--- config.mk ---
export PLATFORM = sky130hd
export DESIGN_NAME = clk_div_ctrl_flat
export DESIGN_NICKNAME = d
export VERILOG_FILES = /design/src/rtl/clk_div_ctrl_if.sv /design/src/rtl/clk_div_ctrl.sv /design/src/flat_wrapper.sv
export SDC_FILE = /design/constraint.sdc
export NUM_CORES = 1
export LEC_CHECK = 0
export BUFFER_PORTS_ARGS = -buffer_cell sky130_fd_sc_hd__buf_4
export CORE_MARGIN = 2
export CORE_UTILIZATION = 43
export DETAILED_ROUTE_END_ITERATION = 8
export SLEW_MARGIN = 0
export SYNTH_ARGS = -nofsm -noshare
export SYNTH_HDL_FRONTEND = slang
export SYNTH_SLANG_ARGS = --single-unit
export TNS_END_PERCENT = 5
--- constraint.sdc ---
create_clock -name clk -period 2.1 [get_ports clk]
set_input_delay 0.105 -clock clk [delete_from_list [all_inputs] [get_ports clk]]
set_output_delay 0.105 -clock clk [all_outputs]
set_load 0.1 [all_outputs]
--- src/rtl/clk_div_ctrl_if.sv ---
// Config port of clk_div_ctrl: cfg_div offered with a valid/ready handshake.
interface clk_div_ctrl_if #(
    parameter int CNT_W = 8
);
    logic             cfg_valid;
    logic [CNT_W-1:0] cfg_div;
    logic             cfg_ready;

    modport master (output cfg_valid, output cfg_div, input cfg_ready);
    modport slave  (input cfg_valid, input cfg_div, output cfg_ready);
endinterface

--- src/rtl/clk_div_ctrl.sv ---
// Glitch-free programmable divider: f_out = clk/(2*(half+1)), ratio and start/stop only at period ends.
// Define CLK_DIV_CTRL_PCNT_EN to add the 16-bit period_cnt output.
module clk_div_ctrl #(
    parameter int CNT_W   = 8,
    parameter int DEF_DIV = 0
) (
    input  logic          clk,
    input  logic          rst,
    input  logic          en,
    clk_div_ctrl_if.slave cfg,
    output logic          f_out,
    output logic          tick,
    output logic          busy
`ifdef CLK_DIV_CTRL_PCNT_EN
    ,
    output logic [15:0]   period_cnt
`endif
);
    typedef enum logic [1:0] {IDLE, RUN, DRAIN} state_t;

    state_t           state;
    logic [CNT_W-1:0] cnt;
    logic [CNT_W-1:0] half;
    logic [CNT_W-1:0] pend;
    logic             pend_vld;
    logic             ready;
    logic             boundary;
    logic             accept;
    logic             apply;

    // Period ends on the last high cycle; f_out falls and tick fires on the next edge.
    assign boundary = (state != IDLE) && (cnt == half) && f_out;
    assign accept   = cfg.cfg_valid && ready;
    assign apply    = pend_vld && ((state == IDLE) || boundary);
    assign cfg.cfg_ready = ready;

    always_ff @(posedge clk or negedge rst) begin
        if (!rst) begin
            state    <= IDLE;
            cnt      <= '0;
            half     <= CNT_W'(DEF_DIV);
            pend     <= '0;
            pend_vld <= 1'b0;
            ready    <= 1'b1;
            f_out    <= 1'b0;
            tick     <= 1'b0;
            busy     <= 1'b0;
`ifdef CLK_DIV_CTRL_PCNT_EN
            period_cnt <= '0;
`endif
        end else begin
            tick <= boundary;

            unique case (state)
                IDLE: begin
                    cnt   <= '0;
                    f_out <= 1'b0;
                    if (en) begin
                        state <= RUN;
                        busy  <= 1'b1;
                    end
                end
                RUN, DRAIN: begin
                    if (cnt == half) begin
                        cnt   <= '0;
                        f_out <= ~f_out;
                    end else begin
                        cnt <= cnt + 1'b1;
                    end
                    // Stop only at a period end; a dropped en mid-period drains first.
                    if (boundary && !en) begin
                        state <= IDLE;
                        busy  <= 1'b0;
                    end else if (!en) begin
                        state <= DRAIN;
                    end else begin
                        state <= RUN;
                    end
                end
                default: begin
                    state <= IDLE;
                    busy  <= 1'b0;
                end
            endcase

            // accept and apply never coincide: a pending value holds ready low.
            if (accept) begin
                pend     <= cfg.cfg_div;
                pend_vld <= 1'b1;
                ready    <= 1'b0;
            end
            if (apply) begin
                half     <= pend;
                pend_vld <= 1'b0;
                ready    <= 1'b1;
            end

`ifdef CLK_DIV_CTRL_PCNT_EN
            if (apply)
                period_cnt <= '0;
            else if (boundary)
                period_cnt <= period_cnt + 1'b1;
`endif
        end
    end
endmodule

--- src/flat_wrapper.sv ---
// flat-port wrapper written by rule: the top's interface ports become plain ports
module clk_div_ctrl_flat 
#(
    parameter int CNT_W   = 8,
    parameter int DEF_DIV = 0
)
  (clk, rst, en, f_out, tick, busy, cfg_cfg_valid, cfg_cfg_div, cfg_cfg_ready);
  clk_div_ctrl_if #(.CNT_W(CNT_W)) cfg_i ();
  input  logic clk;
  input  logic rst;
  input  logic en;
  output logic f_out;
  output logic tick;
  output logic busy;
  input wire logic [$bits(cfg_i.cfg_valid)-1:0] cfg_cfg_valid;
  input wire logic [$bits(cfg_i.cfg_div)-1:0] cfg_cfg_div;
  output wire logic [$bits(cfg_i.cfg_ready)-1:0] cfg_cfg_ready;
  assign cfg_i.cfg_valid = cfg_cfg_valid;
  assign cfg_i.cfg_div = cfg_cfg_div;
  assign cfg_cfg_ready = cfg_i.cfg_ready;
  clk_div_ctrl #(.CNT_W(CNT_W), .DEF_DIV(DEF_DIV)) u_core (.clk(clk), .rst(rst), .en(en), .cfg(cfg_i), .f_out(f_out), .tick(tick), .busy(busy));
endmodule
==> results.cfg, run 1 <==
[sta]
finalClockSkew_ns = 0.00580
setup_tns_ns = 0
finalSetupViolCount = 0
hold_viol_final = 0
timing.final.crit_share_pct = 85.4
timing.slew.headroom_pct = 64.9
tightest_slew_ns = 0.527
fmaxAchievable_mhz = 558
rsz0062_at_grt = false
setup_ws_ns = 0.307
slew_violations = 0
final.min_clock_period_ns = 1.79

[floorplan]
core_sq_um = 4000
dieArea_sq_um = 4720
num_rows = 23
initial_core_util_pct = 45.0
die-height_um = 68.7
ios = 16
die_w_um = 68.7

[grt]
grt_max_degree = 32
grt_pass1_vias = 1396
grt_first_pass_wirelength_um = 6690
grt_overflow_total = 0
track_usage_pct = 19.4
grt_antenna_before_repair = 0

[hold_path]
hold_class = primary input to flop
min_path_cells = 2

[cells_and_area]
antenna_cells = 0
multi_input_area_sq_um = 923
area.sequential_sq_um = 777
nFillCells = 378
utilization_pct = 51.7
areaGrowthSynthToFinish_pct = 15.0
drive_gt1_share_pct = 24.1
nets = 209

[clock_network]
post_cts_resized = 0
htreeDepth = 2
clkLatencyLatePin_ns = 0.29
cts_tree = done
root_buffer = clkbuf_8
cts_hold_buf = 1
path_clk_slew_ns = 0.07
cts_buffers = 5
cts_setup_buffers = 0
cts_sinks = 31
clockBufferDepth = 2

[critical_path]
end_kind = flop
crit_path_max_incr_delay_ns = 0.61
cp.arrival_ns = 2.00
startpoint = u_core.state[1]$_DFFE_PN0P_
cp_max_fo = 11
worstSetupEndpoint = u_core.state[1]$_DFFE_PN0P_
required_ns = 2.31
reg2reg_slack_ns = 0.31
crit_chain = inv_1 > ha_1 > or4b_2 > o21ai_0
path_buf_inv = 1
reg2reg_depth = 4
timing.rr.end = u_core.state[1]$_DFFE_PN0P_
start_kind = flop
critPathTopFamily = simple AND/OR/NAND/NOR gates
critPathKind = flop to flop
reg2reg_from = u_core.state[1]$_DFFE_PN0P_
crit_cells = 4
slowest_stage = or4b_2

[logic_synthesis]
synth_edf_count = 0
ys.warnings.count = 0
synth_seq_area_share_pct = 43.2
syn-cell-area_sq_um = 1800
async_reset_ff_share_pct = 100
syn-num-nets = 192
syn_area_per_cell_sq_um = 10.2
synth_ff_type = dfrtp_1
synth-seq-cells = 31
synth_cell_types = 45
synthCells = 177

[routing]
wirelength_um = 3860
vias = 1434
dr.pass1.iters = 4
wl_per_cell_um = 15.8
ant_nets = 0
viasPerCell = 5.85
drt_iter0_drc = 139
drc = 0

[placement]
numPortBuffers = 15
dpl.hpwl_um = 2760
place_congestion = 0.683
place_ws_ns = 0.348

[power_and_ir_drop]
vdd.ir_drop.worst_v = 0.000610
pwr_density_cell_nw_per_um2 = 1350
p_leak_nw = 0.949
power_mw = 2.78

[flow_run]
maxCapViolCount = 0

[run_status]
status = complete, no violations
## synth_stat cells (2+ instances only)
cell type,count,share of area [%]
a21oi_1,3,0.83
a221oi_1,8,3.9
and3_1,9,3.1
and4_1,2,0.97
clkbuf_1,6,1.3
dfrtp_1,30,42
ha_1,3,2.1
inv_1,16,3.3
mux2_2,8,5.0
nand2_1,11,2.3
nand3_1,13,3.6
nand4_4,2,2.4
nor2_1,6,1.3
nor3_1,8,2.2
o2111ai_1,2,0.97
o21ai_0,7,1.9
o311ai_1,8,3.9
xnor2_1,4,1.9
xnor2_2,4,3.6
xor2_1,2,0.97
## state kept, by name, summed over array words and instances (netlist names)
| name | cells |
|---|---|
| u_core.pend | 8 |
| u_core.f_out | 1 |
| u_core.state | 2 |
| u_core.cfg.cfg_ready | 1 |
| u_core.cnt | 8 |
| u_core.half | 8 |
| u_core.busy | 1 |
| u_core.pend_vld | 1 |
| u_core.tick | 1 |
## layout by cell type, fill, tap and decap left out, types with 2 or more instances in the layout
| cell | instances |
|---|---|
| nor3_1 | 8 |
| nand2_1 | 11 |
| xnor2_1 | 4 |
| o21ai_0 | 7 |
| mux2_2 | 8 |
| nand4_4 | 2 |
| a21oi_1 | 3 |
| nor2_1 | 6 |
| clkbuf_8 | 7 |
| inv_1 | 16 |
| buf_4 | 18 |
| and4_1 | 2 |
| ha_1 | 3 |
| o2111ai_1 | 2 |
| nand3_1 | 13 |
| xor2_1 | 2 |
| xnor2_2 | 4 |
| and3_1 | 9 |
| o311ai_1 | 8 |
| a221oi_1 | 8 |
| dfrtp_1 | 30 |
## how the worst min path moves through the flow
stage | from | to | slack [ns]
3_5_place_dp | rst | u_core.cnt[6]$_DFFE_PN0P_ | 0.06
5_1_grt | cfg_cfg_div[2] | u_core.pend[2]$_DFFE_PN0P_ | 0.04
2_1_floorplan | rst | u_core.busy$_DFFE_PN0P_ | -0.19
4_1_cts | cfg_cfg_div[2] | u_core.pend[2]$_DFFE_PN0P_ | 0.04
3_3_place_gp | rst | u_core.cnt[6]$_DFFE_PN0P_ | 0.06
6_report | cfg_cfg_div[2] | u_core.pend[2]$_DFFE_PN0P_ | 0.04
## worst reg2reg max path: stages (launching register included)
cell     delay (ns)
dfrtp_1        0.38
inv_1          0.05
ha_1           0.49
or4b_2         0.61
o21ai_0        0.18
## cell families (layout without fill, tap and decap cells)
group | Yosys count | after routing | synth area share, %
AOI/OAI and AO/OA | 36 | 36 | 15.9
xor gates and xnor gates | 10 | 10 | 6.54
adders and majority gates | 3 | 3 | 2.09
buffers and inverters | 25 | 43 | 5.49
DFF | 31 | 31 | 43.2
muxes | 9 | 9 | 5.56
and+or+nand+nor | 63 | 63 | 21.3
## per-layer routing
metal | vias up | global-route usage (%) | wire (um)
met1 | 685 | 25.6 | 1740
met3 | 7 | 4.06 | 210
met4 | 0 | 8.50 | 47
met5 | - | 0 | 0
met2 | 49 | 30.5 | 1870
li1 | 693 | - | -
## power by group
group	internal [mW]	switching, mW	leakage (nW)	total [mW]
sequential	0.798	0.237	0.366	1.04
combinational	0.476	0.742	0.531	1.22
clock	0.299	0.230	0.0515	0.529
## layout make-up
class	count	share of cell area, %
multi-input cells	121	44.6
flip-flops and latches	31	37.6
repair buffers	19	7.02
clock buffers	8	4.84
well taps	50	3.02
inverters	16	2.90
## per-stage QoR
| step | hold WS [ns] | cell area (sq um) | std cells |
|---|---|---|---|
| 4_1_cts | 0.0362 | 2070 | 245 |
| 3_3_place_gp | 0.0597 | 1960 | 236 |
| 3_5_place_dp | 0.0612 | 1960 | 236 |
| 6_report | 0.0400 | 2070 | 245 |
| 2_1_floorplan | -0.191 | 1800 | 177 |
| 5_1_grt | 0.0426 | 2070 | 245 |
No activity file was read; power rests on OpenSTA's default activity.
==> inputs of run 2 (changes only) <==
==> constraint.sdc (replaced) <==
create_clock -name clk -period 2.1 [get_ports clk]
set_input_delay 0.42 -clock clk [delete_from_list [all_inputs] [get_ports clk]]
set_output_delay 0.42 -clock clk [all_outputs]
set_load 0.1 [all_outputs]
==> run 2 against run 1 <==
Critical path depth up 1. First-iteration DRC count is 33% higher. Global-route usage down 0.46 points. Cell area shrank 0.12%. Total power is 0.24% higher. Hold slack gained 0.029 ns. Critical path type unchanged. Highest routed layer unchanged.
==> results.cfg, run 2 (same netlist as run 1, synthesis figures left out) <==
[sta]
setup_ws_ns = 0.322
final.min_clock_period_ns = 1.78
setup_tns_ns = 0
slew_violations = 0
timing.final.crit_share_pct = 84.7
rsz0062_at_grt = false
tightest_slew_ns = 0.435
hold_viol_final = 0
fmaxAchievable_mhz = 562
finalClockSkew_ns = 0.00350
finalSetupViolCount = 0
whs_ns = 0.0687
timing.slew.headroom_pct = 71.0

[clock_network]
clkLatencyLatePin_ns = 0.28
cts_hold_buf = 0
path_clk_slew_ns = 0.06
htreeDepth = 2
cts_sinks = 31
clockBufferDepth = 2
cts_buffers = 5
post_cts_resized = 0
root_buffer = clkbuf_8
cts_tree = done
cts_setup_buffers = 0

[critical_path]
required_ns = 2.24
cp_max_fo = 12
critPathKind = flop to flop
startpoint = u_core.state[0]$_DFFE_PN0P_
cp.arrival_ns = 1.92
end_kind = flop
reg2reg_from = u_core.state[0]$_DFFE_PN0P_
start_kind = flop

[cells_and_area]
top_regs = u_core.cnt (8), u_core.half (8), u_core.pend (8)
stdcell_count = 245
final_area_sq_um = 2070
drive_gt1_share_pct = 24.6
utilization_pct = 51.6
areaGrowthSynthToFinish_pct = 14.8
nets = 209
final_cell_mix = dfrtp_1, buf_4, inv_1
antenna_cells = 0
final_common_cell = dfrtp_1

[routing]
drt_iter0_drc = 185
ant_nets = 0
wl_per_cell_um = 15.8
wirelength_um = 3870
vias = 1450
drc = 0
viasPerCell = 5.92
dr.pass1.iters = 4

[floorplan]
dieArea_sq_um = 4720
core_sq_um = 4000
initial_core_util_pct = 45.0
die_w_um = 68.7
ios = 16
die-height_um = 68.7
num_rows = 23

[grt]
grt_first_pass_wirelength_um = 6530
grt_overflow_total = 0
track_usage_pct = 18.9
grt_pass1_vias = 1425
grt_antenna_before_repair = 0
grt_max_degree = 32

[run_status]
status = complete, no violations

[placement]
dp.cells = 237
numPortBuffers = 15
dpl.hpwl_um = 2830
place_congestion = 0.682
place_ws_ns = 0.358
placed_cell_area_sq_um = 1970

[power_and_ir_drop]
vdd.ir_drop.worst_v = 0.000748
power_mw = 2.79
p_leak_nw = 0.950
pwr_density_cell_nw_per_um2 = 1350

[hold_path]
hold_class = primary input to asynchronous set/reset pin

[flow_run]
maxCapViolCount = 0
[run 2: path summary, 6_finish.rpt]
check                      slack (ns)                               end  depth (start not counted)
max in group asynchronous        1.71  u_core.cfg.cfg_ready$_DFFE_PN1P_                          1
hold reg to reg                  0.54        u_core.pend[6]$_DFFE_PN0P_                          1
setup / recovery                 0.32        u_core.half[1]$_DFFE_PN0P_                          5
min in group clk                 0.37        u_core.pend[5]$_DFFE_PN0P_                          2
setup reg to reg                 0.32        u_core.half[1]$_DFFE_PN0P_                          5
hold / removal                   0.07        u_core.half[1]$_DFFE_PN0P_                          1
[run 2: cell type report]
type / instances / area, sq um
Timing Repair Buffer: 19 / 143
Inverter: 16 / 60.1
Sequential cell: 31 / 777
Clock buffer: 8 / 100
Tap cell: 50 / 62.6
Multi-Input combinational cell: 121 / 923
Fill cell: 363 / 1930
[run 2: worst max-delay path, stage by stage, from the launching register on]
cell and delay [ns]:
dfrtp_1 0.37, inv_1 0.05, ha_1 0.34, and2_1 0.34, a221oi_1 0.37, o311ai_1 0.17
[run 2: layer usage]
metal | vias up | global-route usage [%] | wire length (um)
met2 | 62 | 31.6 | 1880
met1 | 680 | 23.0 | 1650
li1 | 698 | - | -
met5 | - | 0 | 0
met4 | 0 | 9.50 | 78
met3 | 10 | 3.90 | 261
[run 2: report_power, final]
group / switching (mW) / internal (mW) / total [mW]
registers: 0.217 / 0.799 / 1.02
clock network: 0.221 / 0.299 / 0.520
logic: 0.767 / 0.486 / 1.25
total: 1.21 / 1.58 / 2.79
